===== src/rtl/systolic_skew_feeder_pkg.sv =====
// systolic_pkg: shared state type and sizing helpers for the skewed operand feeder.
package systolic_pkg;
  typedef enum logic [1:0] {IDLE, FEED, DRAIN} feeder_state_e;
  function automatic int feed_len(input int k, input int n);
    return k + n - 1;
  endfunction
  function automatic int cnt_w(input int k, input int n, input int drain_cyc);
    int m;
    m = (k + n - 1 > drain_cyc) ? k + n - 1 : drain_cyc;
    return $clog2(m + 1);
  endfunction
endpackage


===== src/rtl/systolic_skew_feeder_skew_lane.sv =====
// skew_lane: one delayed operand lane; emits ops[cnt-LANE] while cnt is inside its K-slot window.
module skew_lane #(
  parameter int WIDTH = 16,
  parameter int K     = 4,
  parameter int LANE  = 0,
  parameter int CW    = 4
) (
  input  logic                  clk,
  input  logic                  rst_n,
  input  logic [CW-1:0]         cnt,
  input  logic                  issue_en,
  input  logic                  stall,
  input  logic [K-1:0][WIDTH-1:0] ops,
  output logic [WIDTH-1:0]      data,
  output logic                  vld
);
  logic [WIDTH-1:0] sel;
  logic             hit;
  always_comb begin
    sel = '0;
    hit = 1'b0;
    for (int k = 0; k < K; k++)
      if (32'(cnt) == 32'(LANE + k)) begin
        sel = ops[k];
        hit = 1'b1;
      end
  end
  // A stall keeps the last operand on the wire but withdraws its valid.
  always_ff @(posedge clk or negedge rst_n)
    if (!rst_n) begin
      data <= '0;
      vld  <= 1'b0;
    end else if (stall) begin
      vld  <= 1'b0;
    end else begin
      data <= issue_en ? sel : '0;
      vld  <= issue_en & hit;
    end
endmodule


===== src/rtl/systolic_skew_feeder.sv =====
// systolic_skew_feeder: captures A/B on start, streams them diagonally into an NxN array, then drains.
module systolic_skew_feeder
  import systolic_pkg::*;
#(
  parameter int WIDTH     = 16,
  parameter int N         = 4,
  parameter int K         = 4,
  parameter int DRAIN_CYC = N
) (
  input  logic                            clk,
  input  logic                            rst_n,
  input  logic                            start,
  input  logic                            stall,
  input  logic [N-1:0][K-1:0][WIDTH-1:0]  matrixA,
  input  logic [K-1:0][N-1:0][WIDTH-1:0]  matrixB,
  output logic [N-1:0][WIDTH-1:0]         row,
  output logic [N-1:0][WIDTH-1:0]         col,
  output logic [N-1:0]                    row_vld,
  output logic [N-1:0]                    col_vld,
  output logic                            acc_clr,
  output logic                            busy,
  output logic                            done
);
  localparam int FEED_LEN = feed_len(K, N);
  localparam int CW       = cnt_w(K, N, DRAIN_CYC);
  feeder_state_e                  state_q, state_d;
  logic [CW-1:0]                  cnt_q, cnt_d;
  logic                           done_d, clr_d, cap, issue, frz;
  logic [N-1:0][K-1:0][WIDTH-1:0] a_q;
  logic [K-1:0][N-1:0][WIDTH-1:0] b_q;
  assign busy  = state_q != IDLE;
  assign frz   = stall & busy;
  assign issue = (state_q == FEED) & ~stall;
  always_comb begin
    state_d = state_q;
    cnt_d   = cnt_q;
    done_d  = 1'b0;
    clr_d   = 1'b0;
    cap     = 1'b0;
    case (state_q)
      IDLE: if (start) begin
        state_d = FEED;
        cnt_d   = '0;
        clr_d   = 1'b1;
        cap     = 1'b1;
      end
      FEED: if (!stall) begin
        if (cnt_q == CW'(FEED_LEN - 1)) begin
          state_d = (DRAIN_CYC == 0) ? IDLE : DRAIN;
          done_d  = DRAIN_CYC == 0;
          cnt_d   = '0;
        end else cnt_d = cnt_q + 1'b1;
      end
      DRAIN: if (!stall) begin
        if (cnt_q == CW'(DRAIN_CYC - 1)) begin
          state_d = IDLE;
          done_d  = 1'b1;
          cnt_d   = '0;
        end else cnt_d = cnt_q + 1'b1;
      end
      default: state_d = IDLE;
    endcase
  end
  always_ff @(posedge clk or negedge rst_n)
    if (!rst_n) begin
      state_q <= IDLE;
      cnt_q   <= '0;
      done    <= 1'b0;
      acc_clr <= 1'b0;
      a_q     <= '0;
      b_q     <= '0;
    end else begin
      state_q <= state_d;
      cnt_q   <= cnt_d;
      done    <= done_d;
      acc_clr <= clr_d;
      if (cap) begin
        a_q <= matrixA;
        b_q <= matrixB;
      end
    end
  genvar i, k;
  for (i = 0; i < N; i++) begin : g_lane
    logic [K-1:0][WIDTH-1:0] b_col;
    for (k = 0; k < K; k++) begin : g_bcol
      assign b_col[k] = b_q[k][i];
    end
    skew_lane #(.WIDTH(WIDTH), .K(K), .LANE(i), .CW(CW)) u_row (
      .clk(clk), .rst_n(rst_n), .cnt(cnt_q), .issue_en(issue), .stall(frz),
      .ops(a_q[i]), .data(row[i]), .vld(row_vld[i])
    );
    skew_lane #(.WIDTH(WIDTH), .K(K), .LANE(i), .CW(CW)) u_col (
      .clk(clk), .rst_n(rst_n), .cnt(cnt_q), .issue_en(issue), .stall(frz),
      .ops(b_col), .data(col[i]), .vld(col_vld[i])
    );
  end
endmodule


===== config.mk =====
export PLATFORM = sky130hd
export DESIGN_NAME = systolic_skew_feeder
export DESIGN_NICKNAME = d
export VERILOG_FILES = /design/src/rtl/systolic_skew_feeder_pkg.sv /design/src/rtl/systolic_skew_feeder_skew_lane.sv /design/src/rtl/systolic_skew_feeder.sv
export SDC_FILE = /design/constraint.sdc
export NUM_CORES = 1
export LEC_CHECK = 0
export CORE_UTILIZATION = 26
export CTS_BUF_LIST = sky130_fd_sc_hd__clkbuf_16
export DETAILED_ROUTE_END_ITERATION = 12
export GPL_TIMING_DRIVEN = 0
export PLACE_DENSITY = 0.48
export SYNTH_ARGS = -nofsm -noshare
export SYNTH_HDL_FRONTEND = slang
export SYNTH_SLANG_ARGS = --single-unit

===== constraint.sdc =====
create_clock -name clk -period 1.88 [get_ports clk]
set_input_delay 0.282 -clock clk [delete_from_list [all_inputs] [get_ports clk]]
set_output_delay 0.282 -clock clk [all_outputs]
set_load 0.01 [all_outputs]

==> summary.md <==
| Metric | Value |
|---|---|
| Layout Cells excl Fill | `4410` |
| Worst r2r src | `cnt_q[0]` |
| Pwr/cell area | `1480 nW/um^2` |
| Top cell type's share of synthesized area | `59.6%` |
| Dominant cell type by area after synthesis | `dfrtp_1` |
| H-tree depth | `3` |
| RSZ-0062 raised after global routing | `yes` |
| Initial antenna violation count | `49` |
| Multi-input logic area | `11500 sq um` |
| Final min period | `2060 ps` |
| Slew headroom | `48.8%` |
| Synth Instances | `2117` |
| Largest net degree at the start of global routing | `115` |
| Skew-Pair Late Insertion Delay | `650 ps` |
| FF-to-FF path depth | `7` |
| Part of the cycle the worst path needs | `109%` |
| Core area | `104000 sq um` |
| IO Port Bufs | `654` |
| Gr usage total | `21.0%` |
| Post-synthesis average cell area | `12.9 sq um` |
| Data required, critical path | `2390 ps` |
| Clock sink count | `651` |
| Status | `finished, violations left` |
| Crit. End Element | `flip-flop` |
| Top layer in use | `met5` |
| Reg2reg end | `g_lane[1].u_row.data[15]` |
| PnR worst setup slack | `-178 ps` |
| Failing checks | `negative setup slack` |
| Post-Syn Nets | `2645` |
| Pleak | `0.0178 uW` |
| Rows | `118` |
| Clock transition at path regs | `70 ps` |
| Gr ovfl total | `0` |
| Layout fillers | `9814` |
| Async SR Flop Fraction | `100%` |
| 1st-iter DRT viols | `1107` |
| HPWL Detailed | `84300 um` |
| Ys flop type | `dfrtp_1` |
| Worst min-delay path class | `in2async` |
| Skew final | `24.0 ps` |
| Most common library cell in the layout ignoring fill and taps | `dfrtp_1` |
| Layout cells sized above 1 | `35.3%` |
| DRC viols | `0` |
| Routed Antenna Nets | `0` |
| Router iterations before antenna repair | `5` |
| CP max FO | `10` |
| WL final | `116000 um` |
| TritonCTS Buffers | `80` |
| Sequential share of the synthesized area | `59.6%` |
| Vias | `21015` |
| First-pass GRT wire length | `161000 um` |
| M1 wire length | `46800 um` |
| R2R Setup Slk | `-180 ps` |
| Synth cell types | `42` |
| Ports | `655` |
| Most frequent cells in the layout | `dfrtp_1, clkdlybuf4s50_1, mux2_2` |
| DR WL met2 | `57800 um` |
| EDFF count, synth | `0` |
| Crit Path Class | `reg2reg` |
| Nets@finish | `3476` |
| Cell count after placement | `4157` |
| Vias in the first global route | `22608` |
| Crit path DAT | `2570 ps` |
| Clock tree buffer depth | `3` |
| Final hold slack | `195 ps` |
| Slew Viols, Final | `0` |
| Fmax | `0.486 GHz` |
| Area after DPL | `35800 sq um` |
| Peak VDD IR | `696 uV` |
| Final setup vio count | `39` |
| Final hold vios | `0` |
| Met3 wire len | `7410 um` |
| Starting Density | `26.3%` |
| Die Wd | `326 um` |
| Synth Cell Area | `27300 sq um` |
| Ys Warns | `0` |
| Max-cap violations | `0` |
| Synth top area cells | `dfrtp_1, mux2_2, nand2_1` |
| Placer Congestion | `0.856` |
| Die footprint | `106000 sq um` |
| Avg Vias per Cell | `4.77` |
| FF/Latch Area | `16300 sq um` |
| CTS tree | `done` |
| Area growth from synthesis to layout | `54.5%` |
| Number of synthesized register bits | `651` |
| Clk root buf | `clkbuf_16` |
| Worst slew pin tran | `764 ps` |
| CP startpoint kind | `flip-flop` |
| Mean routed wirelength per cell | `26.2 um` |
| Final non-filler cell area | `42300 sq um` |
| Die height | `326 um` |
-- repair_timing --
item                       4_1_cts  5_1_grt
setup buffers                   49       27
setup endpoints to repair      769      683
hold buffers                     1        0
cloned                          12       13
gates resized for setup        639      260
hold endpoints to repair        72        0
pin swaps                       36       69
-- how the worst max path moves through the flow --
stage	start	to	slack, ps	cells after the start
4_1_cts	cnt_q[1]	g_lane[1].u_row.data[15]	-130	8
3_3_place_gp	rst_n	a_q[241]	-29370	1
2_1_floorplan	cnt_q[2]	g_lane[0].u_col.data[10]	10	8
5_1_grt	cnt_q[0]	g_lane[1].u_row.data[15]	-190	7
3_5_place_dp	cnt_q[2]	g_lane[2].u_row.data[5]	-1390	8
6_report	cnt_q[0]	g_lane[1].u_row.data[15]	-180	7
-- final cells by class --
| class | instances | area share, % |
|---|---|---|
| Antenna cell | 20 | 0.118 |
| Timing Repair Buffer | 758 | 19.0 |
| Clock inverter | 62 | 0.980 |
| Tap cell | 1380 | 4.09 |
| Inverter | 13 | 0.157 |
| Sequential cell | 651 | 38.6 |
| Buffer | 161 | 4.93 |
| Multi-Input combinational cell | 1283 | 27.3 |
| Clock buffer | 82 | 4.86 |
-- metal layers --
metal	vias up	track usage, %
li1	9411	-
met1	10805	24.9
met2	564	36.0
met3	185	6.41
met4	50	6.87
met5	-	0
-- critical path: stages, from the launching register on --
cell and delay, ps:
dfrtp_2 470, inv_4 100, ha_4 180, nand2_4 90, buf_12 140, clkbuf_16 160, o211ai_1 620, o21ai_1 150
-- cell families after synthesis --
logic type | Yosys count | share of synthesized area (%)
AND/OR/NAND/NOR | 287 | 4.14
multiplexers | 513 | 21.1
flip-flops | 651 | 59.6
buffers and inverters | 183 | 3.25
AO/OA/AOI/OAI | 471 | 11.4
adder cells (fa/ha/maj) | 12 | 0.549
-- flip-flops by register name, summed over array words and instances (netlist names) --
signal             flops
g_lane.u_row.vld       1
g_lane.u_col.vld       3
done                   1
state_q                2
a_q                  256
g_lane.u_row.data     64
b_q                  256
acc_clr                1
g_lane.u_col.data     64
cnt_q                  3
-- stage by stage --
step                total power, uW  util (%)  TNS [ps]  worst slack [ps]
CTS                           61100      39.3     -9840              -128
global placement              42300      34.3         -            -29370
detailed placement            42800      34.4   -465570             -1390
finish                        62500      40.7     -1340              -178
floorplan                     34600         -         0              10.8
global route                  65800      40.6     -7830              -185
-- synth_stat cells, types with 2 or more instances --
library cell and instances:
a21oi_1 38, a221o_1 29, a221oi_1 64, a22oi_1 31, a2bb2oi_1 32, a32oi_1 3
and2_1 2, buf_1 2, buf_2 90, buf_4 20, buf_6 2, clkbuf_1 56
dfrtp_1 651, ha_1 12, inv_1 12, mux2_2 512, nand2_1 234, nand3b_1 5
nor2_1 35, nor2b_1 4, o211ai_1 4, o21ai_0 131, o21ai_1 100, o221ai_1 28
o22ai_1 3
-- report_power, final --
part           internal, uW  switching (uW)
clock network          8550            6270
logic                 13200           10200
registers             20300            3940
(Power assumes the default switching activity.)
